## src/rtl/lcd_dma_8080.sv

```systemverilog
`timescale 1ns/1ps
`default_nettype none
// ============================================================================
// Module      : lcd_dma_8080
// Description : Avalon-MM LCD controller for 8080-style parallel panels.
//               The host queues command/data words through a small slave
//               register file; a DMA read master streams DMA_LEN pixels from
//               memory into a shared FIFO; a write-strobe timing FSM drains
//               the FIFO onto the panel bus. irq is raised when a frame ends.
// Revision    : 1.0 - initial release
// ----------------------------------------------------------------------------
// Ports
//   clk, reset_n        : single rising-edge clock, synchronous active-low reset
//   avs_*               : Avalon-MM slave (registers below, 32-bit data)
//                         0 CMD, 1 DATA, 2 DMA_ADDR, 3 DMA_LEN, 4 CTRL, 5 STATUS
//   avm_*               : Avalon-MM pipelined read master (DMA)
//   lcd_data, lcd_dc    : panel bus and data/command select (1 = data)
//   lcd_rd              : panel read strobe, tied inactive high
//   lcd_wr              : panel write strobe, panel latches on rising edge
//   lcd_reset_n         : panel reset, driven from CTRL[2]
//   irq                 : frame done AND irq enable
// ============================================================================
module lcd_dma_8080 #(
    parameter int DATA_W      = 16,
    parameter int FIFO_DEPTH  = 16,
    parameter int ADDR_W      = 32,
    parameter int LEN_W       = 24,
    parameter int WR_LOW_CYC  = 2,
    parameter int WR_HIGH_CYC = 2
) (
    input  logic              clk,
    input  logic              reset_n,
    // Avalon-MM slave
    input  logic [2:0]        avs_address,
    input  logic              avs_write,
    input  logic [31:0]       avs_writedata,
    input  logic              avs_read,
    output logic [31:0]       avs_readdata,
    output logic              avs_waitrequest,
    // Avalon-MM read master
    output logic [ADDR_W-1:0] avm_address,
    output logic              avm_read,
    input  logic              avm_waitrequest,
    input  logic [DATA_W-1:0] avm_readdata,
    input  logic              avm_readdatavalid,
    // Panel bus
    output logic [DATA_W-1:0] lcd_data,
    output logic              lcd_dc,
    output logic              lcd_rd,
    output logic              lcd_wr,
    output logic              lcd_reset_n,
    output logic              irq
);

    localparam int PTR_W   = $clog2(FIFO_DEPTH);
    localparam int CNT_W   = PTR_W + 1;
    localparam int TMR_MAX = (WR_LOW_CYC > WR_HIGH_CYC) ? WR_LOW_CYC : WR_HIGH_CYC;
    localparam int TMR_W   = (TMR_MAX > 1) ? $clog2(TMR_MAX) : 1;

    localparam logic [2:0] A_CMD      = 3'd0;
    localparam logic [2:0] A_DATA     = 3'd1;
    localparam logic [2:0] A_DMA_ADDR = 3'd2;
    localparam logic [2:0] A_DMA_LEN  = 3'd3;
    localparam logic [2:0] A_CTRL     = 3'd4;
    localparam logic [2:0] A_STATUS   = 3'd5;

    localparam logic [CNT_W-1:0]  FULL_CNT  = CNT_W'(FIFO_DEPTH);
    localparam logic [ADDR_W-1:0] ADDR_INC  = ADDR_W'(DATA_W / 8);
    localparam logic [TMR_W-1:0]  LOW_LOAD  = TMR_W'(WR_LOW_CYC - 1);
    localparam logic [TMR_W-1:0]  HIGH_LOAD = TMR_W'(WR_HIGH_CYC - 1);

    // Writer FSM encoding
    localparam logic [1:0] S_IDLE  = 2'd0;
    localparam logic [1:0] S_SETUP = 2'd1;
    localparam logic [1:0] S_LOW   = 2'd2;
    localparam logic [1:0] S_HIGH  = 2'd3;

    // ------------------------------------------------------------------
    // Register file state
    // ------------------------------------------------------------------
    logic [ADDR_W-1:0] dma_addr_q;
    logic [LEN_W-1:0]  dma_len_q;
    logic              irq_en_q;
    logic              lcd_rst_q;
    logic              busy_q, busy_d;
    logic              done_q, done_d;
    logic [31:0]       avs_readdata_q, rdata_d;

    // ------------------------------------------------------------------
    // DMA state
    // ------------------------------------------------------------------
    logic [ADDR_W-1:0] rd_addr_q, rd_addr_d;
    logic [LEN_W-1:0]  remaining_q, remaining_d;
    logic [CNT_W-1:0]  outstanding_q, outstanding_d;
    logic              avm_read_q, avm_read_d;

    // ------------------------------------------------------------------
    // FIFO state; entry = {dc, data}
    // ------------------------------------------------------------------
    logic [DATA_W:0]   fifo_mem [FIFO_DEPTH];
    logic [PTR_W-1:0]  wr_ptr_q, rd_ptr_q;
    logic [CNT_W-1:0]  fifo_count_q, fifo_count_d;
    logic              fifo_empty, fifo_full;
    logic              fifo_push, fifo_pop;
    logic [DATA_W:0]   push_entry, head_entry;

    // ------------------------------------------------------------------
    // Writer state
    // ------------------------------------------------------------------
    logic [1:0]        state_q, state_d;
    logic [TMR_W-1:0]  tmr_q, tmr_d;
    logic              lcd_wr_q, wr_next;
    logic [DATA_W-1:0] lcd_data_q;
    logic              lcd_dc_q;

    // ------------------------------------------------------------------
    // Slave decode
    // ------------------------------------------------------------------
    logic host_fifo_wr, host_push, ctrl_wr, start_req, status_w1c;
    logic accept, beat, frame_end;
    logic space_ok;

    assign fifo_empty   = (fifo_count_q == '0);
    assign fifo_full    = (fifo_count_q == FULL_CNT);

    assign host_fifo_wr = avs_write && ((avs_address == A_CMD) || (avs_address == A_DATA));
    // CMD/DATA writes wait while the FIFO is full or a frame owns the FIFO,
    // so host words never interleave with pixel data.
    assign avs_waitrequest = host_fifo_wr && (fifo_full || busy_q);
    assign host_push    = host_fifo_wr && !fifo_full && !busy_q;

    assign ctrl_wr      = avs_write && (avs_address == A_CTRL);
    assign start_req    = ctrl_wr && avs_writedata[0] && !busy_q;
    assign status_w1c   = avs_write && (avs_address == A_STATUS) && avs_writedata[1];

    // ------------------------------------------------------------------
    // DMA master
    // ------------------------------------------------------------------
    assign accept = avm_read_q && !avm_waitrequest;
    // A return beat with nothing outstanding belongs to a read issued before
    // a reset; it is dropped.
    assign beat   = avm_readdatavalid && (outstanding_q != '0);

    // Host pushes only while idle and beats only arrive while busy, so the
    // two push sources never collide.
    assign fifo_push  = host_push || beat;
    assign push_entry = beat ? {1'b1, avm_readdata}
                             : {(avs_address == A_DATA), avs_writedata[DATA_W-1:0]};
    assign head_entry = fifo_mem[rd_ptr_q];

    assign frame_end = busy_q && (remaining_q == '0) && (outstanding_q == '0) &&
                       fifo_empty && (state_q == S_IDLE);

    always_comb begin
        fifo_count_d = fifo_count_q;
        if (fifo_push && !fifo_pop) begin
            fifo_count_d = fifo_count_q + CNT_W'(1);
        end else if (!fifo_push && fifo_pop) begin
            fifo_count_d = fifo_count_q - CNT_W'(1);
        end
    end

    always_comb begin
        outstanding_d = outstanding_q;
        if (accept && !beat) begin
            outstanding_d = outstanding_q + CNT_W'(1);
        end else if (!accept && beat) begin
            outstanding_d = outstanding_q - CNT_W'(1);
        end
    end

    // Space is judged on next-cycle occupancy, so a request that is raised
    // and then stalled still has a guaranteed FIFO slot when it is accepted.
    assign space_ok = ({1'b0, fifo_count_d} + {1'b0, outstanding_d}) < {1'b0, FULL_CNT};

    always_comb begin
        rd_addr_d   = rd_addr_q;
        remaining_d = remaining_q;
        if (start_req) begin
            rd_addr_d   = dma_addr_q;
            remaining_d = dma_len_q;
        end else if (accept) begin
            rd_addr_d   = rd_addr_q + ADDR_INC;
            remaining_d = remaining_q - LEN_W'(1);
        end
        if (avm_read_q && avm_waitrequest) begin
            avm_read_d = 1'b1;
        end else begin
            avm_read_d = busy_q && (remaining_d != '0) && space_ok;
        end
    end

    always_comb begin
        busy_d = busy_q;
        done_d = done_q;
        if (start_req) begin
            busy_d = 1'b1;
        end else if (frame_end) begin
            busy_d = 1'b0;
        end
        // Setting done takes priority over a same-cycle W1C clear.
        if (frame_end) begin
            done_d = 1'b1;
        end else if (start_req || status_w1c) begin
            done_d = 1'b0;
        end
    end

    // ------------------------------------------------------------------
    // Register file and DMA registers
    // ------------------------------------------------------------------
    always_ff @(posedge clk) begin
        if (!reset_n) begin
            dma_addr_q    <= '0;
            dma_len_q     <= '0;
            irq_en_q      <= 1'b0;
            lcd_rst_q     <= 1'b0;
            busy_q        <= 1'b0;
            done_q        <= 1'b0;
            rd_addr_q     <= '0;
            remaining_q   <= '0;
            outstanding_q <= '0;
            avm_read_q    <= 1'b0;
        end else begin
            if (avs_write && (avs_address == A_DMA_ADDR)) begin
                dma_addr_q <= ADDR_W'(avs_writedata);
            end
            if (avs_write && (avs_address == A_DMA_LEN)) begin
                dma_len_q <= LEN_W'(avs_writedata);
            end
            if (ctrl_wr) begin
                irq_en_q  <= avs_writedata[1];
                lcd_rst_q <= avs_writedata[2];
            end
            busy_q        <= busy_d;
            done_q        <= done_d;
            rd_addr_q     <= rd_addr_d;
            remaining_q   <= remaining_d;
            outstanding_q <= outstanding_d;
            avm_read_q    <= avm_read_d;
        end
    end

    always_comb begin
        rdata_d = '0;
        case (avs_address)
            A_DMA_ADDR: rdata_d = 32'(dma_addr_q);
            A_DMA_LEN:  rdata_d = 32'(dma_len_q);
            A_CTRL:     rdata_d = {29'd0, lcd_rst_q, irq_en_q, 1'b0};
            A_STATUS:   rdata_d = {28'd0, fifo_full, fifo_empty, done_q, busy_q};
            default:    rdata_d = '0;
        endcase
    end

    always_ff @(posedge clk) begin
        if (!reset_n) begin
            avs_readdata_q <= '0;
        end else if (avs_read) begin
            avs_readdata_q <= rdata_d;
        end
    end

    // ------------------------------------------------------------------
    // FIFO
    // ------------------------------------------------------------------
    always_ff @(posedge clk) begin
        if (fifo_push) begin
            fifo_mem[wr_ptr_q] <= push_entry;
        end
    end

    always_ff @(posedge clk) begin
        if (!reset_n) begin
            wr_ptr_q     <= '0;
            rd_ptr_q     <= '0;
            fifo_count_q <= '0;
        end else begin
            if (fifo_push) begin
                wr_ptr_q <= wr_ptr_q + PTR_W'(1);
            end
            if (fifo_pop) begin
                rd_ptr_q <= rd_ptr_q + PTR_W'(1);
            end
            fifo_count_q <= fifo_count_d;
        end
    end

    // ------------------------------------------------------------------
    // Writer FSM: state register
    // ------------------------------------------------------------------
    always_ff @(posedge clk) begin
        if (!reset_n) begin
            state_q <= S_IDLE;
            tmr_q   <= '0;
        end else begin
            state_q <= state_d;
            tmr_q   <= tmr_d;
        end
    end

    // Writer FSM: next state. tmr counts down the remaining cycles of LOW/HIGH.
    always_comb begin
        state_d = state_q;
        tmr_d   = tmr_q;
        case (state_q)
            S_IDLE: begin
                if (!fifo_empty) begin
                    state_d = S_SETUP;
                end
            end
            S_SETUP: begin
                state_d = S_LOW;
                tmr_d   = LOW_LOAD;
            end
            S_LOW: begin
                if (tmr_q == '0) begin
                    state_d = S_HIGH;
                    tmr_d   = HIGH_LOAD;
                end else begin
                    tmr_d = tmr_q - TMR_W'(1);
                end
            end
            S_HIGH: begin
                if (tmr_q == '0) begin
                    state_d = S_IDLE;
                end else begin
                    tmr_d = tmr_q - TMR_W'(1);
                end
            end
            default: begin
                state_d = S_IDLE;
            end
        endcase
    end

    // Writer FSM: outputs. The strobe is registered from the next state so
    // lcd_wr changes exactly on state boundaries and is glitch-free.
    always_comb begin
        fifo_pop = (state_q == S_IDLE) && !fifo_empty;
        wr_next  = (state_d != S_LOW);
    end

    always_ff @(posedge clk) begin
        if (!reset_n) begin
            lcd_wr_q   <= 1'b1;
            lcd_data_q <= '0;
            lcd_dc_q   <= 1'b0;
        end else begin
            lcd_wr_q <= wr_next;
            if (fifo_pop) begin
                lcd_data_q <= head_entry[DATA_W-1:0];
                lcd_dc_q   <= head_entry[DATA_W];
            end
        end
    end

    // ------------------------------------------------------------------
    // Outputs
    // ------------------------------------------------------------------
    assign avs_readdata = avs_readdata_q;
    assign avm_address  = rd_addr_q;
    assign avm_read     = avm_read_q;
    assign lcd_data     = lcd_data_q;
    assign lcd_dc       = lcd_dc_q;
    assign lcd_rd       = 1'b1;
    assign lcd_wr       = lcd_wr_q;
    assign lcd_reset_n  = lcd_rst_q;
    assign irq          = done_q && irq_en_q;

endmodule

`default_nettype wire

```

## config.mk

```make
export PLATFORM = sky130hd
export DESIGN_NAME = lcd_dma_8080
export DESIGN_NICKNAME = d
export VERILOG_FILES = /design/src/rtl/lcd_dma_8080.sv
export SDC_FILE = /design/constraint.sdc
export NUM_CORES = 1
export LEC_CHECK = 0
export ABC_AREA = 1
export BUFFER_PORTS_ARGS = -buffer_cell sky130_fd_sc_hd__buf_2
export CORE_MARGIN = 4
export CORE_UTILIZATION = 54
export DETAILED_ROUTE_END_ITERATION = 12
export PLACE_DENSITY = 0.76
export REMOVE_ABC_BUFFERS = 1
export SLEW_MARGIN = 20
export SYNTH_ARGS = -nofsm -noshare
export SYNTH_HDL_FRONTEND = slang
export SYNTH_SLANG_ARGS = --single-unit
```

## constraint.sdc

```tcl
create_clock -name clk -period 2.2 [get_ports clk]
set_input_delay 0.44 -clock clk [delete_from_list [all_inputs] [get_ports clk]]
set_output_delay 0.44 -clock clk [all_outputs]
set_load 0.005 [all_outputs]
```

# After elaboration in Yosys (flattened, before gate mapping)
# Memories as Yosys holds them, arrays and structs flattened. A register that Yosys moved wholly into a read port is not among the register bits.
# Cells that the tools add are included.
[totals] register_bits=171 mem_bits_rw=272 out_inout_bits=87 elab_cells=113 n_memories=1
[memory_table] name="fifo_mem" words=16 word_bits=17 read_ports=1 rd_ports_with_merged_regs=1 wr=1 line="100" text="logic [DATA_W:0] fifo_mem [FIFO_DEPTH];"
[op_classes] n_addsub=10 n_lt_le_gt_ge=1 n_eq_ne=10 mux=24 reduce_logical=50
[ops] cell="one-hot mux 32 bit (4 select lines)" count=1
[ops] cell="2-to-1 mux 32 bit" count=2
[ops] cell="2-to-1 mux 24 bit" count=2
[ops] cell="adder 32 x 2 -> 32 bit (second input constant)" count=1
[ops] cell="logical AND 1 bit" count=26
[ops] cell="zero test 24 bit" count=1
[ops] cell="nonzero test 24 bit" count=1
[ops] cell="subtractor 24 x 1 -> 24 bit (second input constant)" count=1
[ops] cell="2-to-1 mux 5 bit" count=4
[ops] cell="2-to-1 mux 17 bit" count=1
[ops] cell="adder 5 x 1 -> 5 bit (second input constant)" count=2
[ops] cell="zero test 5 bit" count=2
[ops] cell="subtractor 5 x 1 -> 5 bit (second input constant)" count=2
[ops] cell="zero test 1 bit" count=9
[ops] cell="2-to-1 mux 1 bit" count=9
[ops] cell="adder 4 x 1 -> 4 bit (second input constant)" count=2
[ops] cell="one-hot mux 2 bit (4 select lines)" count=1
[ops] cell="adder 5 x 5 -> 6 bit" count=1
[ops] cell="equality test 3 x 2 -> 1 bit (second input constant)" count=2
[ops] cell="equality test 3 bit (second input constant)" count=2
[ops] cell="< comparator 6 x 5 -> 1 bit (second input constant)" count=1
[ops] cell="2-to-1 mux 2 bit" count=3
[ops] cell="nonzero test 2 bit" count=3
[ops] cell="equality test 5 bit (second input constant)" count=1
[ops] cell="other kinds (11)" count=15

# Logic depth before layout (Yosys ltp)
[logic_depth] ltp_word=14 ltp_mapped=18 mapped_depth_nobuf=18

# Worst setup path after synthesis
# OpenSTA, ideal clock, no wires.
[synth_path] kind="register to register" startpoint="register outstanding_q[0]" endpoint="register avm_read_q (netlist: avm_read)" t_arrival_ps=2261 path_slack_ps=-128 path_stages_with_launch=16 synth_period_minus_slack_ps=2328 path_cell_list="dfxtp_1 -> inv_1 -> ha_1 -> nand4_1 -> nand2_4 -> inv_2 -> nand2_2 -> nor4_1 -> nor3_1 -> a21oi_1 -> nand2_1 -> ha_1 -> nand3b_1 -> nor2_1 -> nand2_1 -> a21oi_2"
[synth_via] elab_cells_between_ends=19 classes_between="3 x add/sub; 1 x order compare; 5 x mux; 10 x reduce/logical"
[synth_lines] element="from (decl)" line="94" text="logic [CNT_W-1:0] outstanding_q, outstanding_d;"
[synth_lines] element="from (signal assigned)" line="239" text="outstanding_q <= outstanding_d;"
[synth_lines] element="parallel branches: the longest is 4 deep, another holds subtractor 5 x 1 -> 5 bit"
[synth_lines] element="2-to-1 mux 5 bit (*)" line="165" text="if (accept && !beat) begin"
[synth_lines] element="named net outstanding_d[4]" line="94"
[synth_lines] element="adder 5 x 5 -> 6 bit (*)" line="174" text="assign space_ok = ({1'b0, fifo_count_d} + {1'b0, outstanding_d}) < {1'b0, FULL_CNT};"
[synth_lines] element="< comparator 6 x 5 -> 1 bit (*)" line="174"
[synth_lines] element="logical AND 1 bit (*)" line="189" text="avm_read_d = busy_q && (remaining_d != '0) && space_ok;"
[synth_lines] element="2-to-1 mux 1 bit (*)" line="186" text="if (avm_read_q && avm_waitrequest) begin"
[synth_lines] element="to (signal assigned)" line="240" text="avm_read_q <= avm_read_d;"
[synth_lines] element="to (decl)" line="95" text="logic avm_read_q, avm_read_d;"
# Mark *: on every way through the listed nets, which the timed path passes.
# A chain may end at the register's enable or synchronous reset.

# Worst setup path in the final report
[layout_path] startpoint="register outstanding_q[1]" endpoint="register avm_read_q (netlist: avm_read)"
[layout_via] elab_chain_len=11 elab_cells_between_ends=19 classes_between="3 x add/sub; 1 x order compare; 5 x mux; 10 x reduce/logical"
[layout_lines] element="nonzero test 5 bit (*)" line="142" text="assign beat = avm_readdatavalid && (outstanding_q != '0);"
[layout_lines] element="logical AND 1 bit (*)" line="142"
[layout_lines] element="logical OR 1 bit (*)" line="146" text="assign fifo_push = host_push || beat;"
[layout_lines] element="zero test 1 bit" line="158" text="end else if (!fifo_push && fifo_pop) begin"
[layout_lines] element="logical AND 1 bit" line="158"
[layout_lines] element="2-to-1 mux 5 bit" line="158"
[layout_lines] element="2-to-1 mux 5 bit (*)" line="156" text="if (fifo_push && !fifo_pop) begin"
[layout_lines] element="named net fifo_count_d[3]" line="102" text="logic [CNT_W-1:0] fifo_count_q, fifo_count_d;"
[layout_lines] element="adder 5 x 5 -> 6 bit (*)" line="174"
[layout_lines] element="< comparator 6 x 5 -> 1 bit (*)" line="174"
[layout_lines] element="logical AND 1 bit (*)" line="189"
[layout_lines] element="2-to-1 mux 1 bit (*)" line="186"
# Mark *: on every way through the listed nets, which the timed path passes. The rest lies on a longest branch.

==> flow_results.org <==
** Run status
- The flow ran to the end, but the final reports show violations.
- Failing checks :: setup timing

** Floorplanning
- Die ar. :: 40,000 sq um
- Initial cell density of the core :: 0.546
- Core Rows :: 70
- Std-Cell Core Area :: 36,400 sq um
- Die Width :: 200 um
- Top-Level Pins :: about 140
- Die height :: 200 um

** Worst hold path
- WHS Endpoint :: dma_addr_q[27]
- Hold Path Class :: in2reg
- The worst hold path passes through 3 cells.
- The startpoint identified for the worst hold timing path is avs_writedata[27].

** Clocking
- CTS placed an instance of sky130_fd_sc_hd__clkbuf_16 at the clock tree root.
- CTS saw 460 sinks.
- TritonCTS buffer count :: between 40 and 50
- No sink is reached through more buffers than the 3 on the longest clock path.
- Clock latency on the worst-skew pair, taken at its later pin, is roughly 0.60 ns.
- After clock tree synthesis, the clock-pin slew on the worst setup and hold paths is 0.06 ns.
- Clock tree from TritonCTS :: built
- Post-CTS Hold Fix Bufs :: 0
- In this run the number of H-tree levels came out at 2.

** Critical path
- The most critical setup path has its startpoint at outstanding_q[1].
- CP required :: 2.72 ns
- In this run the critical register-to-register path is launched from outstanding_q[1].
- Top delay family on crit path :: simple AND/OR/NAND/NOR gates
- Startpoint class of the critical path :: flop
- Slowest cell delay on critical path :: 0.33 ns
- Endpoint of the lowest-slack register-to-register path :: avm_read
- Cell depth of the worst flop-to-flop path :: 16
- Crit path buffers/inverters :: 2
- The signal on the critical path passes through inv_2 -> ha_4 -> nand4_1 -> nand2_4 -> nand2_4 -> nand2_4 -> buf_4 -> o21ai_0 -> nand2_1 -> o21a_1 -> ha_1 -> a21oi_2 -> nand3b_1 -> nor2_1 -> nand2_1 -> a21oi_2.
- For this design, the slowest cell found on the critical path is sky130_fd_sc_hd__dfxtp_2.
- Arrival time of data at the critical path endpoint :: around 2.9 ns
- Along the worst path, the maximum fanout reaches 4.
- The critical path is of the reg2reg type.
- Type of destination of the critical path :: flop
- Setup slack on the worst reg-to-reg path comes out at -0.16 ns.
- The most numerous cell type found on the critical path is sky130_fd_sc_hd__nand2_4.

** Finish
- Compared with the post-synthesis result, the final layout area differs by 18.6%.
- The library cell used most frequently in the layout, excluding fill and tap cells, is sky130_fd_sc_hd__nand2_1.
- The library cells used most frequently in the layout, excluding fill and tap cells, are 345 x sky130_fd_sc_hd__nand2_1, 293 x sky130_fd_sc_hd__nor2_1, 272 x sky130_fd_sc_hd__edfxtp_1, 253 x sky130_fd_sc_hd__o21ai_0, 183 x sky130_fd_sc_hd__dfxtp_1.
- Number of nets in the layout :: 2,384
- The filler cells instantiated in the layout total 2,876.
- Fraction of final layout cells sized beyond drive strength 1 :: 0.180
- Ant. Diodes :: 0
- Measured on the finished design, the core utilization comes to 0.647.
- After the flow finishes, the layout carries non-filler instances totaling around 2.8k.

** Synthesis
- Average size of a mapped cell :: around 9.4 sq um
- In the synthesized netlist the async set-or-reset flop fraction comes to 0.
- Number of warning messages in the yosys log :: 0
- In the synthesized netlist, the number of instances is 2,105.
- Share of the synthesized area in the top cell type :: 0.411
- Area contributors post-synth :: sky130_fd_sc_hd__edfxtp_1 41%, sky130_fd_sc_hd__dfxtp_1 19%, sky130_fd_sc_hd__nand2_1 6.5%, sky130_fd_sc_hd__o21ai_0 6.4%, sky130_fd_sc_hd__nor2_1 5.8%
- Netlist cell types :: 49
- Sequential-to-total area share from yosys stat :: 0.600
- Cell type contributing the most total cell area after synthesis :: sky130_fd_sc_hd__edfxtp_1
- Post-synth top flop :: sky130_fd_sc_hd__edfxtp_1
- After synthesis the netlist holds a flip-flop and latch count of 460.
- EDFF count, synth :: 272
- The synthesized netlist occupies a cell area of 19,900 sq um.

** Timing
- Worst max-slew margin expressed relative to the limit :: 0.327
- Slew at the pin closest to its max-slew limit :: 1.01 ns
- Maximum frequency from static timing analysis :: between 0.4 and 0.5 GHz
- Post-route minimum period :: approximately 2.4 ns
- Summed over all failing endpoints, the final setup total negative slack is -0.164 ns.
- The number of max-slew violations in the final report came to 0.
- Setup slack on the critical path of the routed design comes to -0.164 ns.
- The final hold violation count is 0.
- Of the available clock period, the critical path in the final layout requires 1.07.
- Setup repair after global routing could not meet its margin everywhere.
- Across the routed clock network, the largest skew measured is 0.0246 ns.
- Worst hold-check slack :: around 0.075 ns
- Setup violations remaining at the end of the flow were counted as 1.

** Place
- RD Place Congestion :: 0.914
- Placed cell count :: around 2.7k
- DP HPWL :: 35.7 mm
- Buffers placed on the I/O ports in this run total about 140.

** Power
- IR analysis of the VDD net gives a maximum drop of approximately 0.00069 V.
- Share of power burned in registers :: 0.420
- Part of the total power dissipated in the clock network :: 0.320
- Cell internal power was estimated by the tool at about 17 mW.
- The share of total power dissipated in combinational logic is 0.260.
- Net switching fraction of the power :: 0.315
- Leakage power of the design :: about 9.0 nW
- NetSw :: 8.04 mW
- Dividing total power by cell area gives a power density of 1080 nW/um^2.

** Global routing
- In the global route stage, overall resource usage came out at 0.278.
- Number of antenna violations at the first check in global routing :: 3
- Maximum number of pins on one net before global-route repair :: roughly 100
- The number of global-route vias before repair came to 15.7k.
- The first global-routing pass estimated 86.5 mm of wire.
- Total gr overflow :: 0

** Drt
- The final layout contains routed wiring with a total length of 56.6 mm.
- For this run, design rule violations remaining after detail routing come to 0.
- Drt first-iter violations :: 1,427
- Length of the first detailed-routing pass in iterations :: 6
- Detailed-route vias per instance :: 5.79
- Wirelength per Cell :: just over 20 um
- Count of nets left with antenna violations after detail routing :: 0
- Detailed routing inserted a total of ~16k vias.

** Run
- Max-cap violations in this run came to 0.
layout make-up:
cell class | count | area [sq um] | share of cell area
clock buffer | 74 | 1410 | 0.0598
clock inverter | 14 | 164 | 0.00695
inverter | 154 | 584 | 0.0248
multi-input combinational | 1375 | 6990 | 0.296
sequential | 460 | 11900 | 0.506
tap | 468 | 586 | 0.0248
timing repair buffer | 271 | 1910 | 0.0810
power groups by stage:
stage | logic, mW | registers, mW | clock network [mW]
final | 6.64 | 10.7 | 8.16
after global routing | 7.32 | 10.8 | 8.58
after CTS | 6.44 | 10.7 | 8.23
after detailed placement | 6.31 | 10.9 | 0
after global placement | 6.12 | 10.8 | 0
after floorplan | 3.39 | 11.1 | 0
through the flow:
step	setup WS, ns	total power [mW]	cell area [sq um]
floorplan	-3.30	14.5	19400
global placement	-0.201	17.0	21900
detailed placement	-0.228	17.2	21900
CTS	-0.208	25.4	23500
global route	-0.335	26.7	23600
finish	-0.164	25.5	23600
registers in the layout, indices dropped and copies added (netlist names), 2 cells and up:
register	flops
avm_address	32
avs_readdata	32
dma_addr_q	32
dma_len_q	24
fifo_count_q	5
fifo_mem	272
lcd_data	16
outstanding_q	5
rd_ptr_q	4
remaining_q	24
state_q	2
wr_ptr_q	4
synth_stat cells, types with 3 or more instances:
| cell | number |
|---|---|
| sky130_fd_sc_hd__nor3_1 | 8 |
| sky130_fd_sc_hd__nand3b_1 | 7 |
| sky130_fd_sc_hd__edfxtp_1 | 272 |
| sky130_fd_sc_hd__nand3_1 | 75 |
| sky130_fd_sc_hd__buf_1 | 6 |
| sky130_fd_sc_hd__o21ai_1 | 4 |
| sky130_fd_sc_hd__o21ai_0 | 255 |
| sky130_fd_sc_hd__inv_2 | 13 |
| sky130_fd_sc_hd__nor4_1 | 5 |
| sky130_fd_sc_hd__o21a_1 | 4 |
| sky130_fd_sc_hd__a31oi_1 | 18 |
| sky130_fd_sc_hd__nand2_1 | 347 |
| sky130_fd_sc_hd__clkbuf_1 | 79 |
| sky130_fd_sc_hd__o22ai_1 | 40 |
| sky130_fd_sc_hd__inv_1 | 139 |
| sky130_fd_sc_hd__dfxtp_1 | 188 |
| sky130_fd_sc_hd__buf_6 | 3 |
| sky130_fd_sc_hd__o211ai_1 | 52 |
| sky130_fd_sc_hd__nor2_2 | 8 |
| sky130_fd_sc_hd__o221ai_1 | 37 |
| sky130_fd_sc_hd__and2_1 | 3 |
| sky130_fd_sc_hd__nor2_4 | 3 |
| sky130_fd_sc_hd__xor2_1 | 26 |
| sky130_fd_sc_hd__nor2_1 | 308 |
| sky130_fd_sc_hd__nand4_1 | 20 |
| sky130_fd_sc_hd__nand2_2 | 3 |
| sky130_fd_sc_hd__ha_1 | 18 |
| sky130_fd_sc_hd__a221oi_1 | 3 |
| sky130_fd_sc_hd__xnor2_1 | 5 |
| sky130_fd_sc_hd__nand2_4 | 4 |
| sky130_fd_sc_hd__a21oi_1 | 98 |
| sky130_fd_sc_hd__buf_2 | 25 |
| sky130_fd_sc_hd__nor3_2 | 6 |
timing repair:
item,CTS,global route
buffers inserted,2,3
cloned,0,0
pin swaps,9,9
setup endpoints to repair,1,6
gates resized for setup,12,19
routing by layer:
layer | global-route usage | vias up | wire, um
li1 | - | 7697 | -
met1 | 0.355 | 7706 | 21500
met2 | 0.474 | 765 | 28000
met3 | 0.0581 | 136 | 5150
met4 | 0.0971 | 6 | 1920
met5 | 0 | - | 34
worst min-delay path, stage by stage:
cell	delay [ns]
sky130_fd_sc_hd__buf_2	0.07
sky130_fd_sc_hd__nor2_1	0.03
sky130_fd_sc_hd__nor2_1	0.08
how the worst max path moves through the flow:
| stage | endpoint | slack [ns] | depth (start not counted) |
|---|---|---|---|
| after floorplan | lcd_data[0] | -3.30 | 7 |
| after global placement | avm_read | -0.20 | 15 |
| after detailed placement | avm_read | -0.23 | 15 |
| after CTS | avm_read | -0.21 | 16 |
| after global routing | avm_read | -0.33 | 17 |
| final | avm_read | -0.16 | 16 |
cells by family after synthesis:
kind of cell,count (synthesis),synth area share
adders and majority gates,18,0.0113
other,1,0.000189
xor gates and xnor gates,31,0.0137
DFF,460,0.600
buffers and inverters,270,0.0541
and+or+nand+nor,805,0.170
AOI/OAI and AO/OA,520,0.151
Power figures use the tool's default switching activity.
